==> src/rtl/faerie_alu_mc.sv <==
// faerie_alu_mc: multi-cycle ALU with a valid/ready handshake on both sides.
// Accepts one operation at a time. The result is held in an output register
// until it is consumed.
// Optional build macro FAERIE_ALU_MC_FASTSHIFT_EN: ops 8-10 use a
// combinational barrel shifter and complete in one cycle.
// Ports:
//   clk, rst            - clock, synchronous active-high reset
//   in_valid/in_ready   - request handshake; op/use_c/cin/a/b are captured here
//   out_valid/out_ready - result handshake; q/cout/err are held until consumed
module faerie_alu_mc #(
  parameter int unsigned WIDTH    = 8,
  parameter int unsigned MUL_BITS = 1
) (
  input  logic             clk,
  input  logic             rst,
  input  logic             in_valid,
  output logic             in_ready,
  input  logic [3:0]       op,
  input  logic             use_c,
  input  logic             cin,
  input  logic [WIDTH-1:0] a,
  input  logic [WIDTH-1:0] b,
  output logic             out_valid,
  input  logic             out_ready,
  output logic [WIDTH-1:0] q,
  output logic             cout,
  output logic             err
);

  localparam int unsigned CW        = $clog2(WIDTH);
  localparam int unsigned CNTW      = CW + 1;
  localparam int unsigned W1        = WIDTH + 1;
  localparam int unsigned PW        = WIDTH + MUL_BITS;
  localparam int unsigned AW        = 2 * WIDTH;
  localparam int unsigned MUL_STEPS = WIDTH / MUL_BITS;

  localparam logic [3:0] OP_ADD  = 4'd0,  OP_SUB  = 4'd1,  OP_AND  = 4'd2;
  localparam logic [3:0] OP_OR   = 4'd3,  OP_XOR  = 4'd4,  OP_PASB = 4'd5;
  localparam logic [3:0] OP_SHR1 = 4'd6,  OP_SHL1 = 4'd7,  OP_SHLN = 4'd8;
  localparam logic [3:0] OP_SHRN = 4'd9,  OP_ASRN = 4'd10, OP_MUL  = 4'd11;
  localparam logic [3:0] OP_MULH = 4'd12;

`ifdef FAERIE_ALU_MC_FASTSHIFT_EN
  typedef enum logic [1:0] {IDLE = 2'd0, MUL = 2'd2} state_e;
`else
  typedef enum logic [1:0] {IDLE = 2'd0, SHIFT = 2'd1, MUL = 2'd2} state_e;
`endif

  state_e            state_q, state_d;
  logic [WIDTH-1:0]  sh_q, sh_d;       // shift data, or multiplicand during MUL
  logic [AW-1:0]     acc_q, acc_d;     // {partial high, remaining multiplier}
  logic [CNTW-1:0]   cnt_q, cnt_d;     // steps remaining
  logic [3:0]        op_q, op_d;
  logic              out_valid_q, out_valid_d;
  logic [WIDTH-1:0]  q_q, q_d;
  logic              cout_q, cout_d, err_q, err_d;

  logic              accept, is_mul_in, multi_in, cin_add, cin_sub, fill;
  logic [CW-1:0]     cnt_in;
  logic [W1-1:0]     add_s, sub_s;
  logic [WIDTH-1:0]  r_q, fin_q, w_sh, st_sh;
  logic              r_c, r_err, fin_c, st_c, last;
  logic [3:0]        w_op;
  logic [AW-1:0]     w_acc, st_acc;
  logic [CNTW-1:0]   w_cnt;
  logic [PW-1:0]     part;

  assign in_ready  = (state_q == IDLE) & (~out_valid_q | out_ready);
  assign accept    = in_valid & in_ready;
  assign out_valid = out_valid_q;
  assign q         = q_q;
  assign cout      = cout_q;
  assign err       = err_q;

  assign cnt_in    = b[CW-1:0];
  assign is_mul_in = (op == OP_MUL) | (op == OP_MULH);
  assign cin_add   = use_c ? cin : 1'b0;
  assign cin_sub   = use_c ? cin : 1'b1;
  assign fill      = use_c & cin;
  assign add_s     = {1'b0, a} + {1'b0, b} + W1'(cin_add);
  assign sub_s     = {1'b0, a} + {1'b0, ~b} + W1'(cin_sub);

`ifdef FAERIE_ALU_MC_FASTSHIFT_EN
  logic [W1-1:0] bsl, bsr, bsa;
  // Extra bit beside the data catches the last bit shifted out.
  assign bsl      = {1'b0, a} << cnt_in;
  assign bsr      = {a, 1'b0} >> cnt_in;
  assign bsa      = W1'($signed({a, 1'b0}) >>> cnt_in);
  assign multi_in = is_mul_in;
`else
  logic is_shift_in;
  assign is_shift_in = (op == OP_SHLN) | (op == OP_SHRN) | (op == OP_ASRN);
  assign multi_in    = is_mul_in | (is_shift_in & (cnt_in != '0));
`endif

  // Single-cycle result straight from the live inputs
  always_comb begin
    r_q   = '0;
    r_c   = 1'b0;
    r_err = 1'b0;
    case (op)
      OP_ADD:  {r_c, r_q} = add_s;
      OP_SUB:  {r_c, r_q} = sub_s;
      OP_AND:  begin r_q = a & b; r_c = b[0]; end
      OP_OR:   begin r_q = a | b; r_c = b[0]; end
      OP_XOR:  begin r_q = a ^ b; r_c = b[0]; end
      OP_PASB: begin r_q = b;     r_c = b[0]; end
      OP_SHR1: begin r_q = {fill, a[WIDTH-1:1]}; r_c = a[0]; end
      OP_SHL1: begin r_q = {a[WIDTH-2:0], fill}; r_c = a[WIDTH-1]; end
      OP_SHLN, OP_SHRN, OP_ASRN: begin
        r_q = a;
        r_c = cin;
`ifdef FAERIE_ALU_MC_FASTSHIFT_EN
        if (cnt_in != '0) begin
          if (op == OP_SHLN)      {r_c, r_q} = bsl;
          else if (op == OP_SHRN) {r_q, r_c} = bsr;
          else                    {r_q, r_c} = bsa;
        end
`endif
      end
      OP_MUL, OP_MULH: ;
      default: r_err = 1'b1;
    endcase
  end

  // Iterative step: on the accept edge it works on the live inputs so the
  // first step overlaps acceptance; afterwards it works on captured state.
  always_comb begin
    if (state_q == IDLE) begin
      w_op  = op;
      w_sh  = a;
      w_acc = {WIDTH'(0), b};
      w_cnt = is_mul_in ? CNTW'(MUL_STEPS) : {1'b0, cnt_in};
    end else begin
      w_op  = op_q;
      w_sh  = sh_q;
      w_acc = acc_q;
      w_cnt = cnt_q;
    end

    st_sh = w_sh;
    st_c  = 1'b0;
`ifndef FAERIE_ALU_MC_FASTSHIFT_EN
    case (w_op)
      OP_SHLN: begin st_sh = {w_sh[WIDTH-2:0], 1'b0};        st_c = w_sh[WIDTH-1]; end
      OP_SHRN: begin st_sh = {1'b0, w_sh[WIDTH-1:1]};        st_c = w_sh[0]; end
      OP_ASRN: begin st_sh = {w_sh[WIDTH-1], w_sh[WIDTH-1:1]}; st_c = w_sh[0]; end
      default: ;
    endcase
`endif

    // Shift-add: add multiplicand * low multiplier bits into the high half,
    // then shift the whole accumulator right by MUL_BITS.
    part   = PW'(w_acc[AW-1:WIDTH]) + PW'(w_sh) * PW'(w_acc[MUL_BITS-1:0]);
    st_acc = AW'({part, w_acc[WIDTH-1:0]} >> MUL_BITS);
    last   = (w_cnt == CNTW'(1));

    case (w_op)
      OP_MUL:  begin fin_q = st_acc[WIDTH-1:0];  fin_c = |st_acc[AW-1:WIDTH]; end
      OP_MULH: begin fin_q = st_acc[AW-1:WIDTH]; fin_c = |st_acc[WIDTH-1:0]; end
      default: begin fin_q = st_sh;              fin_c = st_c; end
    endcase
  end

  // Next state and output register
  always_comb begin
    state_d     = state_q;
    sh_d        = sh_q;
    acc_d       = acc_q;
    cnt_d       = cnt_q;
    op_d        = op_q;
    q_d         = q_q;
    cout_d      = cout_q;
    err_d       = err_q;
    out_valid_d = out_valid_q & ~out_ready;

    if (state_q == IDLE) begin
      if (accept) begin
        if (!multi_in) begin
          out_valid_d = 1'b1;
          q_d         = r_q;
          cout_d      = r_c;
          err_d       = r_err;
        end else if (last) begin
          out_valid_d = 1'b1;
          q_d         = fin_q;
          cout_d      = fin_c;
          err_d       = 1'b0;
        end else begin
`ifdef FAERIE_ALU_MC_FASTSHIFT_EN
          state_d = MUL;
`else
          state_d = is_mul_in ? MUL : SHIFT;
`endif
          sh_d    = is_mul_in ? w_sh : st_sh;
          acc_d   = st_acc;
          cnt_d   = w_cnt - CNTW'(1);
          op_d    = op;
        end
      end
    end else begin
      sh_d  = (state_q == MUL) ? w_sh : st_sh;
      acc_d = st_acc;
      cnt_d = w_cnt - CNTW'(1);
      if (last) begin
        state_d     = IDLE;
        out_valid_d = 1'b1;
        q_d         = fin_q;
        cout_d      = fin_c;
        err_d       = 1'b0;
      end
    end
  end

  always_ff @(posedge clk) begin
    if (rst) begin
      state_q     <= IDLE;
      sh_q        <= '0;
      acc_q       <= '0;
      cnt_q       <= '0;
      op_q        <= '0;
      out_valid_q <= 1'b0;
      q_q         <= '0;
      cout_q      <= 1'b0;
      err_q       <= 1'b0;
    end else begin
      state_q     <= state_d;
      sh_q        <= sh_d;
      acc_q       <= acc_d;
      cnt_q       <= cnt_d;
      op_q        <= op_d;
      out_valid_q <= out_valid_d;
      q_q         <= q_d;
      cout_q      <= cout_d;
      err_q       <= err_d;
    end
  end

endmodule
==> config.mk <==
export PLATFORM = sky130hd
export DESIGN_NAME = faerie_alu_mc
export DESIGN_NICKNAME = d
export VERILOG_FILES = /design/src/rtl/faerie_alu_mc.sv
export SDC_FILE = /design/constraint.sdc
export NUM_CORES = 1
export LEC_CHECK = 0
export ABC_CLOCK_PERIOD_IN_PS = 3700
export CAP_MARGIN = 15
export CORE_ASPECT_RATIO = 1.75
export CORE_MARGIN = 10
export CORE_UTILIZATION = 40
export CTS_BUF_LIST = sky130_fd_sc_hd__clkbuf_4 sky130_fd_sc_hd__clkbuf_8
export DETAILED_ROUTE_END_ITERATION = 8
export GPL_TIMING_DRIVEN = 0
export HOLD_SLACK_MARGIN = 0.08
export SLEW_MARGIN = 20
export SYNTH_ARGS = -nofsm -noshare
export SYNTH_HDL_FRONTEND = slang
export SYNTH_SLANG_ARGS = --single-unit
==> constraint.sdc <==
create_clock -name clk -period 3.7 [get_ports clk]
set_clock_uncertainty 0.2 [all_clocks]
set_input_delay 0.74 -clock clk [delete_from_list [all_inputs] [get_ports clk]]
set_output_delay 0.74 -clock clk [all_outputs]
set_load 0.01 [all_outputs]
# Word level (Yosys, flattened, before mapping)
# Cells that the tools add are included.
# Widths: inputs -> output; s select.
[op_classes]
mul = 1
n_bitwise = 17
n_mux = 50
n_eq_ne = 22
add_sub_neg = 6
reduce_logical = 13
[op_table]
columns = ["cell", "count"]
rows = [
  ["$mux 8", 11],
  ["$mux 16", 5],
  ["$pmux 8 s9", 1],
  ["$eq 4x4->1 const B", 10],
  ["$mux 4", 7],
  ["$pmux 8 s3", 1],
  ["$add 8x8->9", 2],
  ["$add 9x1->9", 2],
  ["$eq 4x3->1 const B", 4],
  ["$pmux 8 s2", 1],
  ["$reduce_or 8->1", 2],
  ["$mux 1", 15],
  ["$reduce_or 13->1", 1],
  ["$mux 2", 6],
  ["$add 8x9->9", 1],
  ["$mul 8x1->9", 1],
  ["$and 8x8->8", 1],
  ["$eq 4x1->1 const B", 2],
  ["$eq 4x2->1 const B", 2],
  ["$not 8->8", 1],
  ["$or 8x8->8", 1],
  ["$reduce_and 4->1", 2],
  ["$xor 8x8->8", 1],
  ["$ne 2x2->1 const B", 3],
  ["15 further kinds", 26],
]
[word_totals]
input_bits = 26
out_inout_bits = 12
register_bits = 45
wordCells = 118

# Longest topological paths before layout
[depth]
word_depth = 10
mapped_depth = 18
ltp_nobuf = 14

# Least setup slack after synthesis
# No wires, ideal clock.
[synth_timing]
kind = "in2reg"
start = "input op[0]"
end = "register sh_q[5]"
setup_ns = 0.119
stages = 14
t_arrival_ns = 3.538
required_time_ns = 3.381
slack_ns = -0.157
path_buffers = 2
cell_sequence = "buf_2 > and4bb_1 > a31oi_4 > a22oi_1 > inv_1 > ha_1 > and3_1 > a32oi_2 > inv_1 > ha_1 > or3_1 > buf_2 > a311o_1 > o221a_1"
[synth_via]
elab_chain_len = 8
elab_cells_between_ends = 27
cone_classes = "11 x eq/ne; 10 x mux; 5 x bitwise; 1 x reduce/logical"
[synth_rtl]
columns = ["item", "line", "text"]
rows = [
  ["start: declaration", "18", "input logic [3:0] op,"],
  ["$mux 4", "129", "if (state_q == IDLE) begin"],
  ["$eq 4x4->1", "144", "case (w_op)"],
  ["$pmux 8 s3", "144", ""],
  ["$mux 8", "195", "sh_d = is_mul_in ? w_sh : st_sh;"],
  ["$mux 8", "184", "end else if (last) begin"],
  ["$mux 8", "179", "if (!multi_in) begin"],
  ["$mux 8", "178", "if (accept) begin"],
  ["$mux 8", "177", "if (state_q == IDLE) begin"],
  ["end signal: assignment", "218", "sh_q <= '0;"],
  ["end signal: assignment", "228", "sh_q <= sh_d;"],
  ["end: declaration", "50", "logic [WIDTH-1:0] sh_q, sh_d;"],
]
# Parallel ways exist; a longest one is shown, timed or not. The select of a mux whose other input is x is not followed.
# A chain may end at the register's enable or synchronous reset.

# Worst setup path after layout
[layout_timing]
start = "input a[4]"
end = "register q_q[7], in the netlist q[7]"
[layout_via]
elab_chain_len = 8
elab_cells_between_ends = 13
cone_classes = "5 x add/sub; 1 x mul; 7 x mux"
[layout_rtl]
columns = ["item", "line", "text"]
rows = [
  ["start: declaration", "21", "input logic [WIDTH-1:0] a,"],
  ["$mux 8", "129", ""],
  ["$mul 8x1->9", "154", "part = PW'(w_acc[AW-1:WIDTH]) + PW'(w_sh) * PW'(w_acc[MUL_BITS-1:0]);"],
  ["$add 8x9->9", "154", ""],
  ["$pmux 8 s2", "158", "case (w_op)"],
  ["$mux 8", "184, 205", ""],
  ["$mux 8", "179", ""],
  ["$mux 8", "178", ""],
  ["$mux 8 (*)", "177", ""],
  ["end signal: assignment", "233", "q_q <= q_d;"],
  ["end: declaration", "55", "logic [WIDTH-1:0] q_q, q_d;"],
]
# Every way passes the cells marked *; elsewhere a longest branch is shown, timed or not. The select of a mux whose other input is x is not followed.

==> impl_metrics.prom <==
# TYPE chip_impl_metric gauge
chip_impl_info{name="setup_repair_after_global_routing_missed_its_margin",value="true"} 1
chip_impl_metric{name="post_drt_via_cell_ratio",unit=""} 6.47
chip_impl_metric{name="port_buffers",unit=""} 34
chip_impl_info{name="dominantRegCellSynth",value="sky130_fd_sc_hd__dfxtp_1"} 1
chip_impl_metric{name="clock_tree.buffer_depth",unit=""} 2
chip_impl_metric{name="ant_nets",unit=""} 0
chip_impl_metric{name="cp.buffers_inverters",unit=""} 3
chip_impl_metric{name="synth_area",unit="sq um"} 4790
chip_impl_metric{name="route.detailed.wl_per_inst",unit="um"} 25.9
chip_impl_metric{name="finish.cell_count_without_fillers",unit=""} 851
chip_impl_metric{name="chipHeight",unit="um"} 165
chip_impl_metric{name="detail_route.first_pass.iterations",unit=""} 6
chip_impl_metric{name="worst_slew_pin_slew",unit="ns"} 0.848
chip_impl_metric{name="timing.reg2reg.setup_slack",unit="ns"} 0.10
chip_impl_metric{name="grt_antenna_before_repair",unit=""} 0
chip_impl_metric{name="netlist-cell-type-count",unit=""} 83
chip_impl_metric{name="cts.sinks",unit=""} 45
chip_impl_metric{name="grt_max_degree",unit=""} 14
chip_impl_metric{name="final_net_count",unit=""} 780
chip_impl_info{name="cp_cell_sequence",value="clkdlybuf4s50_1 > inv_1 > ha_1 > inv_1 > a21oi_1 > a21oi_1 > o311ai_0 > o221ai_1 > o21ai_0 > o31ai_1"} 1
chip_impl_metric{name="syn_inst_count",unit=""} 658
chip_impl_metric{name="area_of_combinational_cells_with_multiple_inputs",unit="sq um"} 3760
chip_impl_metric{name="cp_slowest_stage_delay",unit="ns"} 0.72
chip_impl_metric{name="post_route_cells_drive_above_1_share",unit=""} 0.138
chip_impl_metric{name="clock_latency",unit="ns"} 0.32
chip_impl_metric{name="detailedPlacementHpwl",unit="um"} 17700
chip_impl_metric{name="tritoncts.num_buffers",unit=""} 5
chip_impl_metric{name="cellLeakagePower",unit="nW"} 2.31
chip_impl_metric{name="vias_in_the_first_global_route",unit=""} 5642
chip_impl_metric{name="htree_num_levels",unit=""} 2
chip_impl_metric{name="timing.max_slew.rel_slack",unit=""} 0.428
chip_impl_metric{name="cellPowerDensity",unit="nW/um^2"} 365
chip_impl_info{name="crit_slowest_cell",value="sky130_fd_sc_hd__clkdlybuf4s50_1"} 1
chip_impl_metric{name="grt_first_pass_wirelength",unit="um"} 32900
chip_impl_metric{name="routed_via_count",unit=""} 5505
chip_impl_metric{name="post-route-period-util",unit=""} 0.977
chip_impl_info{name="timing_worst_setup_path_type",value="in2reg"} 1
chip_impl_metric{name="syn_nets",unit=""} 723
chip_impl_metric{name="post-place-cells",unit=""} 827
chip_impl_metric{name="holdWs",unit="ns"} 0.260
chip_impl_metric{name="area.growth.synth_to_final",unit="%"} 20.8
chip_impl_metric{name="drtIter0Drc",unit=""} 375
chip_impl_info{name="critical_path_capture_point_type",value="flop"} 1
chip_impl_metric{name="ys_seq_area_frac",unit=""} 0.188
chip_impl_metric{name="route.detailed.drc",unit=""} 0
chip_impl_metric{name="hold_viol_final",unit=""} 0
chip_impl_info{name="worstSetupStartpointType",value="input pin"} 1
chip_impl_info{name="kind_of_cell_adding_the_most_delay_to_the_critical_path",value="compound AO/OA/AOI/OAI gates"} 1
chip_impl_metric{name="rows",unit=""} 52
chip_impl_metric{name="synth.ff_latch_count",unit=""} 45
chip_impl_metric{name="critical_path_required",unit="ns"} 3.69
chip_impl_metric{name="cp_max_fo",unit=""} 9
chip_impl_metric{name="drt-total-wl",unit="um"} 22000
chip_impl_metric{name="core_region_area",unit="sq um"} 11600
chip_impl_metric{name="cts.clk_slew.worst_paths",unit="ns"} 0.09
chip_impl_metric{name="maxClockFrequency",unit="MHz"} 277
chip_impl_metric{name="period_minus_slack",unit="ns"} 3.61
chip_impl_info{name="clk_root_buffer_cell",value="sky130_fd_sc_hd__clkbuf_8"} 1
chip_impl_metric{name="die_w",unit="um"} 103
chip_impl_metric{name="num_io_pins",unit=""} 38
chip_impl_metric{name="drv_slew",unit=""} 0
chip_impl_metric{name="critPathArrivalTime",unit="ns"} 3.61
chip_impl_metric{name="layout_setup_ws",unit="ns"} 0.0863
chip_impl_metric{name="overflow_after_grt",unit=""} 0
chip_impl_metric{name="sequential_standard_cell_area",unit="sq um"} 901
chip_impl_metric{name="placer_congestion_estimate",unit=""} 1.00
chip_impl_metric{name="dp_slack",unit="ns"} -1.21
chip_impl_info{name="status",value="completed"} 1
chip_impl_metric{name="syn-mean-instance-area",unit="sq um"} 7.28
chip_impl_info{name="clock_tree_from_tritoncts",value="yes"} 1
chip_impl_metric{name="vdd.ir_drop.worst",unit="mV"} 0.165
chip_impl_metric{name="synth_async_sr_flop_share",unit=""} 0
chip_impl_metric{name="count_of_endpoints_failing_setup_in_the_final_report",unit=""} 0
chip_impl_metric{name="antennaDiodeCount",unit=""} 0
chip_impl_info{name="min-delay-path-class",value="reg2reg"} 1
chip_impl_metric{name="yosysWarnings",unit=""} 0
chip_impl_metric{name="grt_usage",unit=""} 0.261
chip_impl_metric{name="die-area",unit="sq um"} 16900
chip_impl_metric{name="cap_viol_max_count",unit=""} 0
chip_impl_metric{name="hold_buffers",unit=""} 0
chip_impl_metric{name="report.power.total",unit="mW"} 2.11
chip_impl_metric{name="fillers",unit=""} 1220
chip_impl_metric{name="initial_util",unit=""} 0.411
chip_impl_metric{name="synth-edff-count",unit=""} 0
[routing by layer]
metal  vias up  track usage  share of wire
li1       2522            -              -
met1      2625        0.248           0.34
met2       259        0.492           0.54
met3        99       0.0222          0.036
met4         0        0.203          0.085
met5         -            0              0
[tightest hold or removal path, cell delays in order, from the launching register on]
cell                      delay, ns
sky130_fd_sc_hd__dfxtp_1       0.32
sky130_fd_sc_hd__nand2_1       0.05
sky130_fd_sc_hd__a21oi_1       0.05
[path summary, 6_finish.rpt]
check,startpoint,cells after the start,end
setup / recovery,a[4],10,q[7]
hold / removal,acc_q[13],2,acc_q[13]
setup reg to reg,state_q[0],18,cout
hold reg to reg,acc_q[13],2,acc_q[13]
[where the power goes]
group	leakage, nW	internal (mW)	switching, mW
logic	1.89	0.460	0.717
registers	0.367	0.549	0.0537
clock network	0.0484	0.139	0.192
total	2.31	1.15	0.963
[state kept, by name, summed over array words and instances (netlist names)]
register and count:
cnt_q 4, out_valid 1, state_q 2, sh_q 8
err 1, acc_q 16, cout 1, op_q 4
q 8
[final cells by class]
cell class                 instances  area share
multi-input combinational        532       0.650
tap                              135      0.0292
clock buffer                       6      0.0132
inverter                          38      0.0259
sequential                        45       0.156
timing repair buffer              51      0.0785
buffer                            42      0.0458
clock inverter                     2     0.00173
[Yosys cell counts (all sizes together) (8+ instances only)]
cell type   n  area (sq um)
nor2       79           297
a21oi      64           320
nand2      56           210
dfxtp      45           901
o21ai      38           190
inv        36           135
ha         34           425
mux2i      25           254
buf        24           154
nor3       24           120
clkbuf     19          71.3
a211oi     16           120
nand2b     16           108
and2       13          81.3
nand3      11          55.1
a31oi      10          77.6
nor4       10          62.6
a22oi       8          60.1
[stage by stage]
step           utilization  cell area (sq um)  setup TNS, ns
6_report             0.497               5790              0
5_1_grt              0.497               5790        -0.0299
4_1_cts              0.479               5570              0
3_5_place_dp         0.458               5340         -38.09
3_3_place_gp         0.458               5340         -36.03
2_1_floorplan            -               4830              0
[repair_timing]
item,in CTS,in global routing
pin swaps,7,19
resized for setup,42,37
endpoints found under the setup margin,41,34
buffers inserted,7,10
[placed cells by master (no fill, tap or decap), drive strengths merged, types with 11 or more instances in the layout]
cell type,Yosys,final
mux2i,25,25
dfxtp,45,45
clkbuf,19,27
nand3,11,11
nor2,79,79
o21ai,38,38
nand2,56,56
nor3,24,24
buf,24,41
ha,34,34
nand2b,16,16
inv,36,36
a21oi,64,64
and2,13,13
clkdlybuf4s50,0,24
a211oi,16,16
[logic make-up after synthesis]
group           Yosys count  synth area share
simple gates            243             0.245
compound gates          215             0.306
buf+inv                  81            0.0778
flops                    45             0.188
fa+ha+maj                39             0.110
mux                      28            0.0601
xor+xnor                  7            0.0128
No activity file was read; power rests on OpenSTA's default activity.
==> variant 1 (config.mk and constraints unchanged) <==
The parameter `WIDTH` goes from 8 to 16.
--- a/src/rtl/faerie_alu_mc.sv
+++ b/src/rtl/faerie_alu_mc.sv
@@ -9,5 +9,5 @@
 //   out_valid/out_ready - result handshake; q/cout/err are held until consumed
 module faerie_alu_mc #(
-  parameter int unsigned WIDTH    = 8,
+  parameter int unsigned WIDTH    = 16,
   parameter int unsigned MUL_BITS = 1
 ) (
Interface: changed (resized a, b and q); port bits go from 38 to 62. No check against the original RTL was run, so the function may have changed too.
==> variant 1 against the unedited design <==
- the run now ends with negative setup slack left
- power grew 55%
- non-clock buffer count grew 106
- area after synthesis increased by 75%
- cell area is 88% higher
- cell count increased by 80%
- sequential cell count rose by 33
- global-route usage grew 4.2 points
- clock power increased by 120%
- routed wire length is 90% higher
- worst setup slack got worse by 0.43 ns
- hold slack lost 0.0069 ns
- critical path type unchanged
==> variant 1: results (changes against the unedited design) <==
status: "finished with violations"  # was finished, final reports clean
failed_checks: "negative setup slack"
clockBufferDepth: 2  # unchanged
hp-class: "flop to flop"  # unchanged
antenna_cells: 0  # unchanged
dp_hpwl_mm: 31.7  # was 17.7 mm
path_clk_slew_ns: 0.09  # about the same
leakage_uw: 0.00444  # was 0.00231 uW
timing.final.ws_setup_ns: -0.342  # was 0.0863 ns
crit_arrival_ns: 4.11  # was 3.61 ns
insertion_delay_ns: 0.39  # was 0.32 ns
ys_top_cells_by_count: "nor2_1 (142), a21oi_1 (91), nand2_1 (84)"  # was nor2_1 (79), a21oi_1 (64), nand2_1 (56)
grt_pass1_vias: 10300  # was 5642
post-place-ws_ns: -1.49  # was -1.21 ns
grt_pass1_wl_mm: 62.3  # was 32.9 mm
cp_max_fo: 8  # was 9
grt_max_degree: 18  # was 14
ys_seq_area_frac: 0.186  # was 0.188
gp_congestion: 1.01  # was 1.00
cts_max_level: 3  # was 2
fin_nets: 1386  # was 780
setup_viol: 4  # was 0
synth-async-reset-ratio: 0  # unchanged
first_pass_iters: 6  # unchanged
intPower_uw: 1890  # was 1150 uW
tns_ns: -0.754  # was 0 ns
grtUsageTotal: 0.303  # was 0.261
synth_top_flop_cell: "dfxtp_1"  # unchanged
synth_cells: 1143  # was 658
antenna_found_initial: 0  # unchanged
layoutNonFillerInstCount: 1530  # was 851
drv_slew: 0  # unchanged
via_per_inst: 6.63  # was 6.47
portBuffers: 59  # was 34
drive_gt1_frac: 0.209  # was 0.138
root_buffer: "clkbuf_8"  # unchanged
post-route-util: 0.525  # was 0.497
drtIter0Drc: 918  # was 375
largest_register: "acc_q"  # unchanged
synth_warnings: 0  # unchanged
worst_pin_slew_ns: 1.16  # was 0.848 ns
synth_fp_nets: 1256  # was 723
numCtsBuffers: 9  # was 5
yosys-top-cells-area: "dfxtp_1 (19%), ha_1 (9.9%), nor2_1 (6.4%)"  # was dfxtp_1 (19%), ha_1 (8.9%), a21oi_1 (6.7%)
routed_wl_mm: 41.8  # was 22.0 mm
synth_cell_types: 88  # was 83
peakVddDrop_v: 0.000143  # was 0.000165 V
largest_reg_flops: 32  # was 16
variant 1: what timing repair did:
item | in CTS | in global routing
cloned | 1 | 2
resized for setup | 127 | 108
hold buffers | 0 | 0
endpoints found under the hold margin | 0 | 0
setup endpoints to repair | 69 | 65
pin swaps | 48 | 49
buffers inserted | 37 | 25
variant 1: power by group through the flow:
stage,registers (uW),clock network [uW],logic [uW]
5_1_grt,983,747,1690
3_3_place_gp,987,0,1300
6_report,977,719,1580
3_5_place_dp,988,0,1300
4_1_cts,971,718,1440
2_1_floorplan,980,0,811
variant 1: final timing paths:
| check | start | end | slack [ns] | cells after the start |
|---|---|---|---|---|
| setup reg to reg | state_q[1] | cout | -0.31 | 18 |
| setup / recovery | a[10] | cout | -0.34 | 13 |
| hold / removal | acc_q[21] | acc_q[21] | 0.25 | 2 |
| hold reg to reg | acc_q[21] | acc_q[21] | 0.25 | 2 |
variant 1: worst max-delay path: stages:
cell and delay [ns]:
clkdlybuf4s50_1 0.70, mux2i_4 0.34, nor2_1 0.10, ha_1 0.34, and3_4 0.21, and4b_1 0.22
o41a_1 0.23, or4_1 0.13, o211ai_1 0.11, buf_4 0.17, or4bb_1 0.52, o41ai_2 0.20
nand2_1 0.09
variant 1: cell families after synthesis:
logic type,count (synthesis),share of synthesized area
flops,78,0.186
xor+xnor,19,0.0199
compound gates,402,0.337
mux,34,0.0412
fa+ha+maj,71,0.110
buf+inv,143,0.0756
simple gates,396,0.229
variant 1: layout make-up:
cell class | count | area (um^2)
buffer | 75 | 497
clock buffer | 12 | 159
clock inverter | 4 | 45.0
fill | 2081 | 9870
inverter | 63 | 254
multi-input combinational | 922 | 6930
sequential | 78 | 1560
tap | 252 | 315
timing repair buffer | 124 | 1130
variant 1: stage by stage:
stage	cell area (um^2)	hold slack [ns]
4_1_cts	10400	0.253
6_report	10900	0.253
2_1_floorplan	8440	0.232
3_3_place_gp	9350	0.237
3_5_place_dp	9350	0.242
5_1_grt	10900	0.274
variant 1: per-layer routing:
| metal | GRT usage | up-vias | routed length, um |
|---|---|---|---|
| met5 | 0 | - | 0 |
| met4 | 0.236 | 0 | 4010 |
| met3 | 0.0543 | 233 | 2870 |
| met2 | 0.540 | 571 | 21100 |
| met1 | 0.301 | 4819 | 13800 |
| li1 | - | 4522 | - |
==> variant 2 (same flow settings) <==
Without the edit above. Put one more register stage on the output `err`. The value now appears one clock later. The other outputs are not delayed to match.
--- a/src/rtl/faerie_alu_mc.sv
+++ b/src/rtl/faerie_alu_mc.sv
@@ -71,5 +71,7 @@
   assign q         = q_q;
   assign cout      = cout_q;
-  assign err       = err_q;
+  always_ff @(posedge clk) begin
+    err <= err_q;
+  end
 
   assign cnt_in    = b[CW-1:0];
Formal check against the unedited RTL: not equivalent (Yosys sat finds a counterexample within 4 cycles, from zero or initial values and one cycle with rst high).
==> variant 2 against the unedited design <==
- hold slack got worse by 0.099 ns
- routed wire length fell by 3.3%
- area after synthesis rose by 2.7%
- worst setup slack got worse by 0.018 ns
- cell area rose by 1.7%
- non-clock buffer count fell by 6
- power fell by 7.9%
- sequential cell count rose by 1
- highest routed layer unchanged
==> variant 2: results (changes against the unedited design) <==
yosys-top-cells-area: "dfxtp_1 (19%), ha_1 (8.6%), a21oi_1 (5.6%)"  # was dfxtp_1 (19%), ha_1 (8.9%), a21oi_1 (6.7%)
ys_seq_area_frac: 0.187  # was 0.188
synth_fp_nets: 738  # was 723
hp-start: "err_q"  # was acc_q[13]
via_per_inst: 6.25  # was 6.47
first_pass_iters: 5  # was 6
gp_congestion: 0.999  # was 1.00
synth_cell_types: 74  # was 83
grt_pass1_wl_mm: 31.7  # was 32.9 mm
grt_use_met2: 0.436  # was 0.492
largest_reg_flops: 16  # unchanged
leakage_uw: 0.00233  # was 0.00231 uW
peakVddDrop_v: 0.000155  # was 0.000165 V
crit_arrival_ns: 3.64  # was 3.61 ns
grtUsageTotal: 0.233  # was 0.261
post_dp_cell_area_um2: 5480  # was 5340 um^2
rr_startpoint: "state_q[1]"  # was state_q[0]
portBuffers: 35  # was 34
fillers: 1240  # was 1220
drtIter0Drc: 479  # was 375
routed_wl_mm: 21.3  # was 22.0 mm
status: "finished, final reports clean"  # unchanged
ys_top_cells_by_count: "nand2_1 (71), nor2_1 (63), a21oi_1 (55)"  # was nor2_1 (79), a21oi_1 (64), nand2_1 (56)
met1_usage: 0.216  # was 0.248
fin_nets: 787  # was 780
crit_path_start: "a[5]"  # was a[4]
post-place-ws_ns: -1.21  # about the same
drive_gt1_frac: 0.144  # was 0.138
grt_max_degree: 15  # was 14
intPower_uw: 1090  # was 1150 uW
variant 2: what timing repair did:
action / 4_1_cts / 5_1_grt
gates resized for setup: 48 / 37
setup buffers: 3 / 5
hold endpoints to repair: 0 / 0
pin swaps: 2 / 8
gates cloned: 0 / 0
endpoints found under the setup margin: 39 / 37
variant 2: through the flow:
step | power (uW) | std cells | util | setup TNS [ns]
3_5_place_dp | 1490 | 873 | 0.454 | -37.33
6_report | 1940 | 888 | 0.488 | 0
3_3_place_gp | 1480 | 873 | 0.454 | -35.99
2_1_floorplan | 1170 | 673 | - | 0
4_1_cts | 1880 | 883 | 0.476 | 0
5_1_grt | 2030 | 888 | 0.488 | -0.0935
variant 2: cell families after synthesis:
logic type | count (synthesis) | share of synthesized area
fa+ha+maj | 39 | 0.107
flops | 46 | 0.187
compound gates | 215 | 0.297
simple gates | 254 | 0.257
buf+inv | 85 | 0.0730
xor+xnor | 7 | 0.0125
mux | 27 | 0.0658
variant 2: final timing paths:
kind	endpoint	slack [ns]	cells after the start
max	cout	0.07	11
min	err	0.16	0
max reg2reg	cout	0.11	16
min reg2reg	err	0.16	0
variant 2: cell type report:
cell class	instances	area, um^2	share of cell area
Timing Repair Buffer	43	424	0.0721
Sequential cell	46	922	0.157
Clock buffer	6	76.3	0.0130
Inverter	40	153	0.0259
Buffer	44	256	0.0436
Multi-Input combinational cell	542	3830	0.651
Clock inverter	2	13.8	0.00234
Tap cell	165	206	0.0351
variant 2: critical path, cell delays in order:
cell             delay [ns]
clkdlybuf4s50_1        0.64
mux2i_2                0.38
nor2_1                 0.09
ha_1                   0.35
or2_2                  0.31
a211o_1                0.23
o211ai_1               0.19
nor4b_2                0.27
nand4_1                0.15
a31oi_1                0.19
o21ai_0                0.09
variant 2: metal layers:
| layer | vias to the layer above | wire length (um) |
|---|---|---|
| met5 | - | 0 |
| met4 | 0 | 1890 |
| met3 | 97 | 943 |
| met2 | 267 | 11100 |
| met1 | 2622 | 7370 |
| li1 | 2564 | - |
variant 2: power groups by stage:
stage                     logic [uW]  registers (uW)  clock network (uW)
after floorplan                  570             602                   0
after global placement           877             606                   0
after detailed placement         885             608                   0
after CTS                        939             600                 345
after global routing            1060             607                 358
final                            997             602                 345
